`src/rtl/video_timing_analyzer.sv`:
```
// Receive-side video timing analyzer: measures line/frame geometry and an active-pixel
// checksum from a pixel-rate video stream, tracks lock, and exposes results on a byte read port.
module video_timing_analyzer #(
  parameter int HS_ACTIVE_LOW = 1,
  parameter int VS_ACTIVE_LOW = 0,
  parameter int LOCK_FRAMES   = 3
) (
  input  logic       clk,
  input  logic       reset,
  input  logic       ce_pix,
  input  logic       h_blank,
  input  logic       h_sync,
  input  logic       v_blank,
  input  logic       v_sync,
  input  logic [7:0] r,
  input  logic [7:0] g,
  input  logic [7:0] b,
  input  logic [3:0] rd_addr,
  output logic [7:0] rd_data,
  output logic       locked,
  output logic       frame_valid,
  output logic       frame_strobe
);

  typedef enum logic [1:0] {SEARCH, MEASURE, TRACK} state_t;

  localparam logic       HS_LVL = (HS_ACTIVE_LOW != 0) ? 1'b0 : 1'b1;
  localparam logic       VS_LVL = (VS_ACTIVE_LOW != 0) ? 1'b0 : 1'b1;
  localparam logic [3:0] LOCK_N = 4'(LOCK_FRAMES);

  state_t      state_q;
  logic        hb_prev_q, vb_prev_q;
  logic [11:0] hcnt_q, hcnt_d, hact_q, hact_d, hsw_q, hsw_d;
  logic [11:0] line_total_q, line_total_d, line_active_q, line_active_d, line_sync_q, line_sync_d;
  logic [9:0]  vcnt_q, vcnt_d, vact_q, vact_d, vsw_q, vsw_d;
  logic [15:0] cksum_q, cksum_d;
  logic        hsat_acc_q, hsat_acc_d, vsat_acc_q, vsat_acc_d;
  logic [11:0] htotal_q, hactive_q, ref_htotal_q, ref_hactive_q;
  logic [9:0]  vtotal_q, vactive_q, ref_vtotal_q, ref_vactive_q;
  logic [7:0]  hsync_q, vsync_q, frame_count_q, rd_data_q;
  logic [15:0] cksum_sh_q;
  logic        hsat_q, vsat_q;
  logic [3:0]  match_cnt_q;
  logic        locked_q, frame_valid_q, frame_strobe_q;

  logic        hs_act, vs_act, ls, fs;
  logic        hsat_now, vsat_now, hsat_frame, vsat_frame, timing_same;
  logic [9:0]  pix_sum;
  logic [15:0] pix_add;
  logic [7:0]  hsync_sat, vsync_sat, rd_mux;
  logic [3:0]  match_inc;

  function automatic logic [11:0] inc12(input logic [11:0] v);
    return (v == 12'hFFF) ? v : v + 12'd1;
  endfunction

  function automatic logic [9:0] inc10(input logic [9:0] v);
    return (v == 10'h3FF) ? v : v + 10'd1;
  endfunction

  always_comb begin
    hs_act  = (h_sync == HS_LVL);
    vs_act  = (v_sync == VS_LVL);
    // Edges are judged between consecutive pixel samples, not raw clocks.
    ls      = ce_pix & hb_prev_q & ~h_blank;
    fs      = ce_pix & vb_prev_q & ~v_blank;
    pix_sum = {2'b00, r} + {2'b00, g} + {2'b00, b};
    pix_add = (!h_blank && !v_blank) ? {6'b0, pix_sum} : 16'h0000;

    hcnt_d = hcnt_q;   hact_d = hact_q;   hsw_d = hsw_q;
    line_total_d = line_total_q; line_active_d = line_active_q; line_sync_d = line_sync_q;
    vcnt_d = vcnt_q;   vact_d = vact_q;   vsw_d = vsw_q;
    cksum_d = cksum_q;
    hsat_now = 1'b0;   vsat_now = 1'b0;
    hsat_acc_d = hsat_acc_q; vsat_acc_d = vsat_acc_q;

    if (ce_pix) begin
      if (ls) begin
        line_total_d  = hcnt_q;
        line_active_d = hact_q;
        line_sync_d   = hsw_q;
        hcnt_d = 12'd1;
        hact_d = 12'd1;
        hsw_d  = {11'b0, hs_act};
      end else begin
        hcnt_d = inc12(hcnt_q);
        hact_d = h_blank ? hact_q : inc12(hact_q);
        hsw_d  = hs_act ? inc12(hsw_q) : hsw_q;
      end
      if (fs) begin
        vcnt_d = 10'd1;
        vact_d = 10'd1;
        vsw_d  = {9'b0, vs_act};
      end else if (ls) begin
        vcnt_d = inc10(vcnt_q);
        vact_d = v_blank ? vact_q : inc10(vact_q);
        vsw_d  = vs_act ? inc10(vsw_q) : vsw_q;
      end
      cksum_d    = fs ? pix_add : cksum_q + pix_add;
      hsat_now   = (hcnt_d == 12'hFFF);
      vsat_now   = (vcnt_d == 10'h3FF);
      hsat_acc_d = fs ? hsat_now : (hsat_acc_q | hsat_now);
      vsat_acc_d = fs ? vsat_now : (vsat_acc_q | vsat_now);
    end

    // Values describing the frame that ends on this FS sample.
    hsat_frame  = hsat_acc_q | hsat_now;
    vsat_frame  = vsat_acc_q | vsat_now;
    hsync_sat   = (line_sync_d > 12'd255) ? 8'hFF : line_sync_d[7:0];
    vsync_sat   = (vsw_q > 10'd255) ? 8'hFF : vsw_q[7:0];
    timing_same = (line_total_d == ref_htotal_q) && (line_active_d == ref_hactive_q) &&
                  (vcnt_q == ref_vtotal_q) && (vact_q == ref_vactive_q);
    match_inc   = (match_cnt_q == 4'hF) ? 4'hF : match_cnt_q + 4'd1;
  end

  always_comb begin
    rd_mux = 8'h00;
    case (rd_addr)
      4'h0: rd_mux = htotal_q[7:0];
      4'h1: rd_mux = {4'b0, htotal_q[11:8]};
      4'h2: rd_mux = hactive_q[7:0];
      4'h3: rd_mux = {4'b0, hactive_q[11:8]};
      4'h4: rd_mux = hsync_q;
      4'h5: rd_mux = vtotal_q[7:0];
      4'h6: rd_mux = {6'b0, vtotal_q[9:8]};
      4'h7: rd_mux = vactive_q[7:0];
      4'h8: rd_mux = {6'b0, vactive_q[9:8]};
      4'h9: rd_mux = vsync_q;
      4'hA: rd_mux = cksum_sh_q[7:0];
      4'hB: rd_mux = cksum_sh_q[15:8];
      4'hC: rd_mux = frame_count_q;
      4'hD: rd_mux = {4'b0, hsat_q, vsat_q, frame_valid_q, locked_q};
      default: rd_mux = 8'h00;
    endcase
  end

  always_ff @(posedge clk) begin
    if (reset) begin
      state_q <= SEARCH;
      hb_prev_q <= 1'b0; vb_prev_q <= 1'b0;
      hcnt_q <= '0; hact_q <= '0; hsw_q <= '0;
      line_total_q <= '0; line_active_q <= '0; line_sync_q <= '0;
      vcnt_q <= '0; vact_q <= '0; vsw_q <= '0;
      cksum_q <= '0; hsat_acc_q <= 1'b0; vsat_acc_q <= 1'b0;
      htotal_q <= '0; hactive_q <= '0; hsync_q <= '0;
      vtotal_q <= '0; vactive_q <= '0; vsync_q <= '0;
      cksum_sh_q <= '0; hsat_q <= 1'b0; vsat_q <= 1'b0; frame_count_q <= '0;
      ref_htotal_q <= '0; ref_hactive_q <= '0; ref_vtotal_q <= '0; ref_vactive_q <= '0;
      match_cnt_q <= '0;
      locked_q <= 1'b0; frame_valid_q <= 1'b0; frame_strobe_q <= 1'b0;
      rd_data_q <= '0;
    end else begin
      if (ce_pix) begin
        hb_prev_q <= h_blank;
        vb_prev_q <= v_blank;
      end
      hcnt_q <= hcnt_d; hact_q <= hact_d; hsw_q <= hsw_d;
      line_total_q <= line_total_d; line_active_q <= line_active_d; line_sync_q <= line_sync_d;
      vcnt_q <= vcnt_d; vact_q <= vact_d; vsw_q <= vsw_d;
      cksum_q <= cksum_d; hsat_acc_q <= hsat_acc_d; vsat_acc_q <= vsat_acc_d;
      frame_strobe_q <= 1'b0;
      rd_data_q <= rd_mux;

      if (fs) begin
        case (state_q)
          SEARCH: state_q <= MEASURE;
          MEASURE, TRACK: begin
            htotal_q   <= line_total_d;
            hactive_q  <= line_active_d;
            hsync_q    <= hsync_sat;
            vtotal_q   <= vcnt_q;
            vactive_q  <= vact_q;
            vsync_q    <= vsync_sat;
            cksum_sh_q <= cksum_q;
            hsat_q     <= hsat_frame;
            vsat_q     <= vsat_frame;
            frame_count_q  <= frame_count_q + 8'd1;
            frame_strobe_q <= 1'b1;
            frame_valid_q  <= 1'b1;
            ref_htotal_q   <= line_total_d;
            ref_hactive_q  <= line_active_d;
            ref_vtotal_q   <= vcnt_q;
            ref_vactive_q  <= vact_q;
            if (state_q == TRACK && timing_same && !hsat_frame && !vsat_frame) begin
              match_cnt_q <= match_inc;
              locked_q    <= (match_inc >= LOCK_N);
            end else begin
              match_cnt_q <= 4'd1;
              locked_q    <= (state_q == MEASURE) && !hsat_frame && !vsat_frame && (LOCK_N <= 4'd1);
            end
            state_q <= TRACK;
          end
          default: state_q <= SEARCH;
        endcase
      end

      // A runaway counter means the timing is not trustworthy right now.
      if (hsat_now || vsat_now) locked_q <= 1'b0;
    end
  end

  assign rd_data      = rd_data_q;
  assign locked       = locked_q;
  assign frame_valid  = frame_valid_q;
  assign frame_strobe = frame_strobe_q;

endmodule
```
`config.mk`:
```
export PLATFORM = sky130hd
export DESIGN_NAME = video_timing_analyzer
export DESIGN_NICKNAME = d
export VERILOG_FILES = /design/src/rtl/video_timing_analyzer.sv
export SDC_FILE = /design/constraint.sdc
export NUM_CORES = 1
export LEC_CHECK = 0
export ABC_CLOCK_PERIOD_IN_PS = 7300
export CAP_MARGIN = 10
export CORE_MARGIN = 1
export CORE_UTILIZATION = 40
export CTS_BUF_LIST = sky130_fd_sc_hd__clkbuf_4 sky130_fd_sc_hd__clkbuf_8
export DETAILED_ROUTE_END_ITERATION = 16
export GPL_ROUTABILITY_DRIVEN = 0
export PLACE_DENSITY = 0.53
export REMOVE_ABC_BUFFERS = 1
export SETUP_SLACK_MARGIN = 0.3
export SLEW_MARGIN = 20
export SYNTH_ARGS = -nofsm -noshare
export SYNTH_HDL_FRONTEND = slang
export SYNTH_SLANG_ARGS = --single-unit
```
`constraint.sdc`:
```
create_clock -name clk -period 7.3 [get_ports clk]
set_clock_uncertainty 0.2 [all_clocks]
set_input_delay 1.825 -clock clk [delete_from_list [all_inputs] [get_ports clk]]
set_output_delay 1.825 -clock clk [all_outputs]
set_load 0.03 [all_outputs]
```
==> flow_metrics.tcl, run 1 <==
set metrics [dict create \
    pwr-share-seq_pct 45.4 \
    ys_types 68 \
    worstPathArrival_ns 5.73 \
    postCtsSetupBuffers 0 \
    ys_top_cells_by_area "dfxtp_1 (39%), nor2_1 (6.4%), nand2_1 (5.6%)" \
    fin_tns_setup_ns 0 \
    period_share_pct 75.1 \
    nets 1531 \
    r2r_setup_slack_ns 3.72 \
    powerDensity_mw_per_mm2 208 \
    multiInputGateArea_mm2 0.00659 \
    first_global_vias 9626 \
    diodes 0 \
    intPower_mw 2.08 \
    dp_hpwl_um 23000 \
    yosys.area.top_type_share_pct 38.6 \
    antenna_found_initial 0 \
    netlist_area_mm2 0.0117 \
    cts.repair.resized 0 \
    async_flop_share_pct 0 \
    drt-pass1-iter-count 6 \
    cts_max_level 2 \
    dr_total_vias 10224 \
    p_switching_mw 0.677 \
    vdd_drop_max_v 0.0000980 \
    drive_above_1_share_pct 7.60 \
    holdWs_ns 0.254 \
    post_drt_wl_per_cell_um 17.3 \
    yosysMostFrequentCell "dfxtp_1" \
    clkTransAtPathRegs_ns 0.06 \
    clk_latency_ns 0.53 \
    hold_buffers 0 \
    fillers 2919 \
    synth_edf_count 0 \
    yosys_warnings 0 \
    critPathMaxFanout 6 \
    cts_inserted_buffers 42 \
    worst_setup_path_start_kind "input pin" \
    cts_tree "built" \
    worstSetupPathType "in -> reg" \
    drtAntennaViolNets 0 \
    drt_wl_total_um 32300 \
    ys_seq_area_share_pct 38.6 \
    area_growth_pct 13.5 \
    num_io_pins 46 \
    p_sw_share_pct 24.5 \
    yosys.area.top_type "dfxtp_1" \
    cpPeakStageDelay_ns 0.46 \
    gr-usage-all-layers_pct 21.8 \
    drc 0 \
    ys_ff_latch 225 \
    path_buf_inv 4 \
    setup_violations 0 \
    grt_pass1_wl_um 52700 \
    layout.area.seq_mm2 0.00450 \
    synthFlopType "dfxtp_1" \
    clockPowerShare_pct 46.6 \
    drt_iter0_drc 688 \
    clock-root-buffer "clkbuf_8" \
    synth.avg_cell_area_um2 8.07 \
    dieHeight_um 173 \
    hp-class "reg -> reg" \
    status "completed" \
    grt_max_degree 70 \
    fmax_mhz 182 \
    p_leak_nw 4.96 \
    rows 62 \
    endpoint_kind "flip-flop" \
    crit_chain "clkdlybuf4s50_1 -> inv_1 -> fa_1 -> inv_1 -> ha_1 -> inv_1 -> fa_1 -> nor2b_1 -> o21ai_0 -> a21boi_0 -> o21a_1 -> o21a_1 -> nor3_1 -> ha_1 -> nor2_1 -> nor2_1 -> a41oi_1 -> or3_1 -> a21oi_1" \
    clock_sinks 225 \
    max-slew-margin-rel_pct 41.6 \
    fp.dieW_um 173 \
    final_max_slew_viol_count 0 \
    power_frac_comb_pct 8.0 \
    required_ns 7.54 \
    netlist_top_cells_count "dfxtp_1 (225), nor2_1 (198), nand2_1 (174)" \
    worst_slew_pin_slew_ns 0.877 \
    maxCapViolCount 0 \
    crit_top_cell "inv_1" \
    die_area_mm2 0.0299 \
    rsz0062_at_grt "no" \
    syn_inst 1446 \
    core_area_mm2 0.0287 \
    post-route-min-period_ns 5.49 \
    cp_top_family "adder cells" \
    critPathSlowestCell "fa_1" \
    initial_core_util_pct 40.7 \
    grt_remaining_overflow 0 \
    hold_viol 0 \
    port_buffers 45 \
    clock_path_buffers 3 \
    viasPerCell 5.46 \
]
## sequential cells by signal (all words and copies together) (netlist names), 2 cells and up
| signal | cells |
|---|---|
| vsync_q | 8 |
| frame_count_q | 8 |
| vact_q | 10 |
| hsw_q | 12 |
| match_cnt_q | 4 |
| vsw_q | 10 |
| hcnt_q | 12 |
| rd_data | 8 |
| ref_htotal_q | 12 |
| line_sync_q | 12 |
| hsync_q | 8 |
| ref_hactive_q | 12 |
| line_total_q | 12 |
| line_active_q | 12 |
| cksum_q | 16 |
| cksum_sh_q | 16 |
| ref_vtotal_q | 10 |
| ref_vactive_q | 10 |
| vcnt_q | 10 |
| hact_q | 12 |
| state_q | 2 |
## power by group through the flow
stage	registers, mW	clock network (mW)	logic, mW
floorplan	1.27	0	0.133
global placement	1.28	0	0.218
detailed placement	1.28	0	0.222
CTS	1.25	1.32	0.222
global route	1.26	1.38	0.251
finish	1.25	1.29	0.220
## metrics by stage
| stage | cell area [um^2] | power [mW] | setup slack (ns) | cells | utilization, % |
|---|---|---|---|---|---|
| final | 13200 | 2.76 | 1.81 | 1871 | 46.2 |
| after detailed placement | 12300 | 1.50 | 1.25 | 1799 | 43.0 |
| after global placement | 12300 | 1.50 | 1.34 | 1799 | 43.0 |
| after CTS | 13200 | 2.80 | 1.81 | 1871 | 46.2 |
| after global routing | 13200 | 2.88 | 1.39 | 1871 | 46.2 |
| after floorplan | 11300 | 1.41 | 1.34 | 1354 | - |
## final timing paths
kind | from | endpoint | cells after the start
worst max-delay path | b[1] | cksum_q[15] | 19
worst min-delay path | line_sync_q[11] | line_sync_q[11] | 2
worst max register to register | hcnt_q[0] | match_cnt_q[3] | 9
worst min register to register | line_sync_q[11] | line_sync_q[11] | 2
## per-layer routing
| layer | share of wire, % | global-route usage, % | vias to the layer above |
|---|---|---|---|
| met3 | 5.1 | 3.19 | 47 |
| met1 | 49 | 31.3 | 4790 |
| met4 | 2.3 | 6.49 | 0 |
| met2 | 44 | 33.7 | 274 |
| met5 | 0 | 0 | - |
| li1 | - | - | 5113 |
## layout by cell type (no fill, tap or decap), types with 16 or more instances in the layout
cell,count
nor3_1,38
dfxtp_1,225
xnor2_1,30
a21oi_1,112
xor2_1,44
or3_1,22
clkbuf_8,55
nand3_1,39
ha_1,27
nor2b_1,17
nand2_1,173
nand4_1,21
nor2_1,198
clkdlybuf4s50_1,43
inv_1,54
buf_4,16
a211oi_1,41
o21ai_0,47
mux2i_1,46
## cells by family after synthesis
kind of cell	Yosys count	synth area share [%]
compound gates	311	17.1
mux	58	5.49
buf+inv	147	5.00
xor+xnor	74	5.55
simple gates	594	23.6
fa+ha+maj	37	4.61
flops	225	38.6
## tightest hold or removal path, delay by kind of cell (launching register included)
family | cells | cell delay, ns
compound gates | 1 | 0.05
simple gates | 1 | 0.05
flops | 1 | 0.31
## cell type report
cell class	count	area share, %
Clock buffer	64	6.22
Clock inverter	8	0.548
Inverter	55	1.56
Multi-Input combinational cell	1074	49.8
Sequential cell	225	34.0
Tap cell	384	3.63
Timing Repair Buffer	61	4.28
No activity file was read; power rests on OpenSTA's default activity.
==> inputs of run 2 (changes only) <==
Settings changed: ABC_CLOCK_PERIOD_IN_PS 7300 to 5000, PLACE_DENSITY 0.53 to 0.55.
Clock period 7.3 ns to 5 ns, I/O delays scaled along.
==> run 2 against run 1 <==
  * Highest routed layer unchanged
  * Hold slack improved by 0.0014 ns
  * Combinational power increased by 75%
  * Sequential power increased by 46%
  * First-iteration DRC count up 13%
  * Count of clock-buffer cells in the layout decreased by 6
==> flow_metrics.tcl, run 2 (synthesis gave the netlist of run 1 again) <==
set metrics [dict create \
    fp.dieW_um 173 \
    layout_common_cells "dfxtp_1 (225), nor2_1 (197), nand2_1 (172)" \
    antenna_found_initial 0 \
    clock-root-buffer "clkbuf_8" \
    worstPathArrival_ns 4.77 \
    dieHeight_um 173 \
    critPathMaxFanout 4 \
    dp_hpwl_um 23300 \
    period_share_pct 90.3 \
    dr_total_vias 10298 \
    final_max_slew_viol_count 0 \
    area_growth_pct 16.1 \
    setup_violations 0 \
    diodes 0 \
    grt_max_degree 102 \
    drc 0 \
    clock_sinks 225 \
    utilization_pct 47.2 \
    maxCapViolCount 0 \
    p_total_mw 4.03 \
    cts_max_level 2 \
    worst_slew_pin_slew_ns 0.992 \
    final_common_cell "dfxtp_1" \
    postPlaceCellArea_mm2 0.0126 \
    hold_viol 0 \
    largestRegisters "cksum_q: 16 flops, cksum_sh_q: 16 flops" \
    initial_core_util_pct 40.7 \
    powerDensity_mw_per_mm2 297 \
    clock_path_buffers 3 \
    cts_inserted_buffers 41 \
    status "completed" \
    hp-class "reg -> reg" \
    vdd_drop_max_v 0.000143 \
    worst_setup_path_start_kind "input pin" \
    nets 1561 \
    num_io_pins 46 \
    fmax_mhz 221 \
    dp_cells 1828 \
    drt_iter0_drc 780 \
    fillers 2845 \
    hold_buffers 0 \
    stdcell_area_mm2 0.0135 \
    gr-usage-all-layers_pct 21.6 \
    post_drt_wl_per_cell_um 17.1 \
    max-slew-margin-rel_pct 33.7 \
    rsz0062_at_grt "no" \
    worstSetupPathType "in -> reg" \
    p_leak_nw 5.14 \
    drive_above_1_share_pct 10.7 \
    place_ws_ns -0.476 \
    drtAntennaViolNets 0 \
    die_area_mm2 0.0299 \
    drt_wl_total_um 32400 \
    rows 62 \
    core_area_mm2 0.0287 \
    grt_pass1_wl_um 52500 \
    grt_remaining_overflow 0 \
    setup_ws_ns 0.483 \
    viasPerCell 5.42 \
    layout.cells.non_filler 1900 \
    required_ns 5.25 \
    cts_tree "built" \
    port_buffers 45 \
    drt-pass1-iter-count 8 \
    post-route-min-period_ns 4.52 \
    endpoint_kind "flip-flop" \
    first_global_vias 9712 \
    clk_latency_ns 0.55 \
    clkTransAtPathRegs_ns 0.06 \
]
-- run 2: cell types whose count changed in the layout (fill, tap and decap cells not counted), sizes merged --
cell           delta
buf              +31
bufinv            +1
clkbuf            -6
clkdlybuf4s50     -3
clkinv            +4
clkinvlp          -1
dlymetal6s2s      +3
-- run 2: power breakdown --
part | switching [mW] | internal (mW) | leakage, nW
clock network | 0.770 | 1.04 | 0.448
logic | 0.207 | 0.177 | 2.87
registers | 0.0220 | 1.81 | 1.82
-- run 2: timing repair --
item / CTS / global route
pin swaps: 1 / 18
setup buffers: 0 / 2
endpoints found under the setup margin: 7 / 10
resized for setup: 9 / 25
-- run 2: metal layers --
metal | track usage [%] | share of wire (%) | up-vias
li1 | - | - | 5165
met1 | 30.6 | 48 | 4842
met2 | 34.2 | 45 | 240
met3 | 2.92 | 4.2 | 51
met4 | 6.23 | 2.3 | 0
met5 | 0 | 0 | -
-- run 2: layout make-up --
type / instances / area (um^2) / share of cell area [%]
sequential: 225 / 4500 / 33.3
clock inverter: 12 / 115 / 0.850
clock buffer: 58 / 729 / 5.39
inverter: 55 / 206 / 1.52
timing repair buffer: 92 / 836 / 6.17
tap: 384 / 480 / 3.55
multi-input combinational: 1074 / 6670 / 49.3
-- run 2: path summary, 6_finish.rpt --
| kind | start | endpoint | slack, ns | cells after the start |
|---|---|---|---|---|
| hold reg to reg | line_sync_q[9] | line_sync_q[9] | 0.26 | 2 |
| setup / recovery | b[2] | cksum_q[9] | 0.48 | 18 |
| setup reg to reg | vcnt_q[0] | match_cnt_q[0] | 1.46 | 10 |
| hold / removal | line_sync_q[9] | line_sync_q[9] | 0.26 | 2 |
-- run 2: worst max-delay path: stages --
cell,delay (ns)
clkdlybuf4s50_1,0.43
fa_1,0.50
buf_4,0.15
ha_1,0.28
a21o_1,0.16
a21oi_1,0.17
o21ai_0,0.10
a21oi_1,0.22
xor2_1,0.20
nor2_1,0.07
ha_1,0.24
nor3_2,0.21
o21ai_2,0.10
buf_4,0.15
a21oi_1,0.12
nand2_1,0.07
a211o_1,0.28
o21ai_0,0.07
-- run 2: per-stage QoR --
stage          hold slack (ns)  setup TNS, ns
2_1_floorplan            0.225          -1.50
3_3_place_gp             0.242          -2.52
3_5_place_dp             0.249          -3.38
4_1_cts                  0.257              0
5_1_grt                  0.279              0
6_report                 0.255              0
==> inputs of run 3 (changes only) <==
Settings changed: CORE_MARGIN 1 to 3, PLACE_DENSITY 0.55 to 0.69, SKIP_LAST_GASP set to 1.
==> run 3 against run 2 <==
  * Global-route usage shrank 2.5 points
  * Setup slack lost 0.041 ns
  * Maximum frequency decreased by 0.89%
  * First-iteration DRC count is 11% higher
  * Sequential power hardly changed
  * Combinational power increased by 3%
  * Register-to-register slack better by 0.02 ns
  * Critical path type unchanged
  * Routed wire length decreased by 5.2%
==> flow_metrics.tcl, run 3 (synthesis gave the netlist of run 1 again) <==
set metrics [dict create \
    status "completed" \
    period_share_pct 91.2 \
    initial_core_util_pct 41.3 \
    fmax_mhz 219 \
    largestRegisters "cksum_q: 16 flops, cksum_sh_q: 16 flops" \
    hold_buffers 0 \
    post-route-min-period_ns 4.56 \
    first_global_vias 9520 \
    vdd_drop_max_v 0.000146 \
    dp_hpwl_um 22000 \
    cts_tree "built" \
    nets 1555 \
    worst_setup_path_start_kind "input pin" \
    endpoint_kind "flip-flop" \
    layout_common_cells "dfxtp_1 (225), nor2_1 (196), nand2_1 (172)" \
    clock_path_buffers 3 \
    p_total_mw 4.05 \
    powerDensity_mw_per_mm2 300 \
    clk_latency_ns 0.53 \
    grt_max_degree 69 \
    drtAntennaViolNets 0 \
    dieHeight_um 177 \
    max-slew-margin-rel_pct 33.2 \
    final_common_cell "dfxtp_1" \
    rows 61 \
    cpPeakStageDelay_ns 0.45 \
    hp-class "reg -> reg" \
    cts_inserted_buffers 40 \
    path_buf_inv 3 \
    place_ws_ns -0.557 \
    clock_sinks 225 \
    dr_total_vias 10392 \
    utilization_pct 47.9 \
    grt_pass1_wl_um 49100 \
    critPathSlowestCell "fa_1" \
    crit_chain "clkdlybuf4s50_1 -> fa_1 -> ha_2 -> inv_2 -> fa_2 -> nor2b_4 -> o21ai_2 -> a21boi_2 -> o21a_1 -> o21a_1 -> buf_4 -> o21a_1 -> ha_4 -> a21o_1 -> a41oi_4 -> or3_1 -> a21oi_2" \
    rsz0062_at_grt "no" \
    fillers 2689 \
    grt_remaining_overflow 0 \
    crit_top_cell "o21a_1" \
    maxCapViolCount 0 \
    cts_max_level 2 \
    drt_iter0_drc 867 \
    gr-usage-all-layers_pct 19.1 \
    drt_wl_total_um 30700 \
    worstSetupPathType "in -> reg" \
    clkTransAtPathRegs_ns 0.06 \
    p_leak_nw 5.11 \
    viasPerCell 5.52 \
    drc 0 \
    drt-pass1-iter-count 5 \
    diodes 0 \
    final_max_slew_viol_count 0 \
    post_drt_wl_per_cell_um 16.3 \
    num_io_pins 46 \
    die_area_mm2 0.0313 \
    clock-root-buffer "clkbuf_8" \
    r2r_setup_slack_ns 1.48 \
    port_buffers 45 \
    required_ns 5.25 \
    cp_top_family "compound AO/OA/AOI/OAI gates" \
    worstPathArrival_ns 4.81 \
    fp.dieW_um 177 \
    critPathMaxFanout 6 \
    setup_violations 0 \
    worst_slew_pin_slew_ns 0.998 \
    setup_ws_ns 0.442 \
    core_area_mm2 0.0282 \
    drive_above_1_share_pct 10.4 \
    area_growth_pct 15.9 \
    fin_tns_setup_ns 0 \
    antenna_found_initial 0 \
    hold_viol 0 \
]
-- run 3: final timing paths --
check             cells past startpoint            from        endpoint
setup / recovery                     17            b[0]     cksum_q[13]
hold / removal                        2  cksum_sh_q[14]  cksum_sh_q[14]
setup reg to reg                     10       vcnt_q[0]  match_cnt_q[3]
hold reg to reg                       2  cksum_sh_q[14]  cksum_sh_q[14]
-- run 3: layout make-up --
type | instances | area [um^2] | share of cell area [%]
clock inverters | 7 | 87.6 | 0.648
multi-input cells | 1074 | 6700 | 49.5
clock buffers | 58 | 773 | 5.72
inverters | 55 | 206 | 1.53
well taps | 378 | 473 | 3.50
repair buffers | 87 | 782 | 5.78
flip-flops and latches | 225 | 4500 | 33.3
-- run 3: report_power, final --
group          internal (mW)  leakage, nW  switching (mW)
clock network           1.09        0.451           0.739
logic                  0.178         2.84           0.216
registers               1.81         1.82          0.0211
-- run 3: timing repair --
item | CTS | global route
endpoints found under the setup margin | 8 | 9
resized for setup | 9 | 32
buffers inserted | 0 | 2
pin swaps | 2 | 20
-- run 3: worst min-delay path, stage by stage, from the launching register on --
cell,delay [ns]
dfxtp_1,0.30
nand2_1,0.05
a21oi_1,0.05
-- run 3: per-layer routing --
metal  track usage (%)  vias up  wire length, um  part of all wire, %
met1              26.7     4883            14400                   47
met4              5.20        0              634                  2.1
met3              3.02       53             1660                  5.4
met2              30.7      299            14100                   46
li1                  -     5157                -                    -
met5                 0        -                0                    0
-- run 3: stage by stage --
stage	instances	cell area, um^2	hold slack (ns)
after CTS	1882	13400	0.255
after floorplan	1354	11300	0.225
after global routing	1884	13500	0.270
after global placement	1817	12500	0.240
after detailed placement	1817	12500	0.247
final	1884	13500	0.253
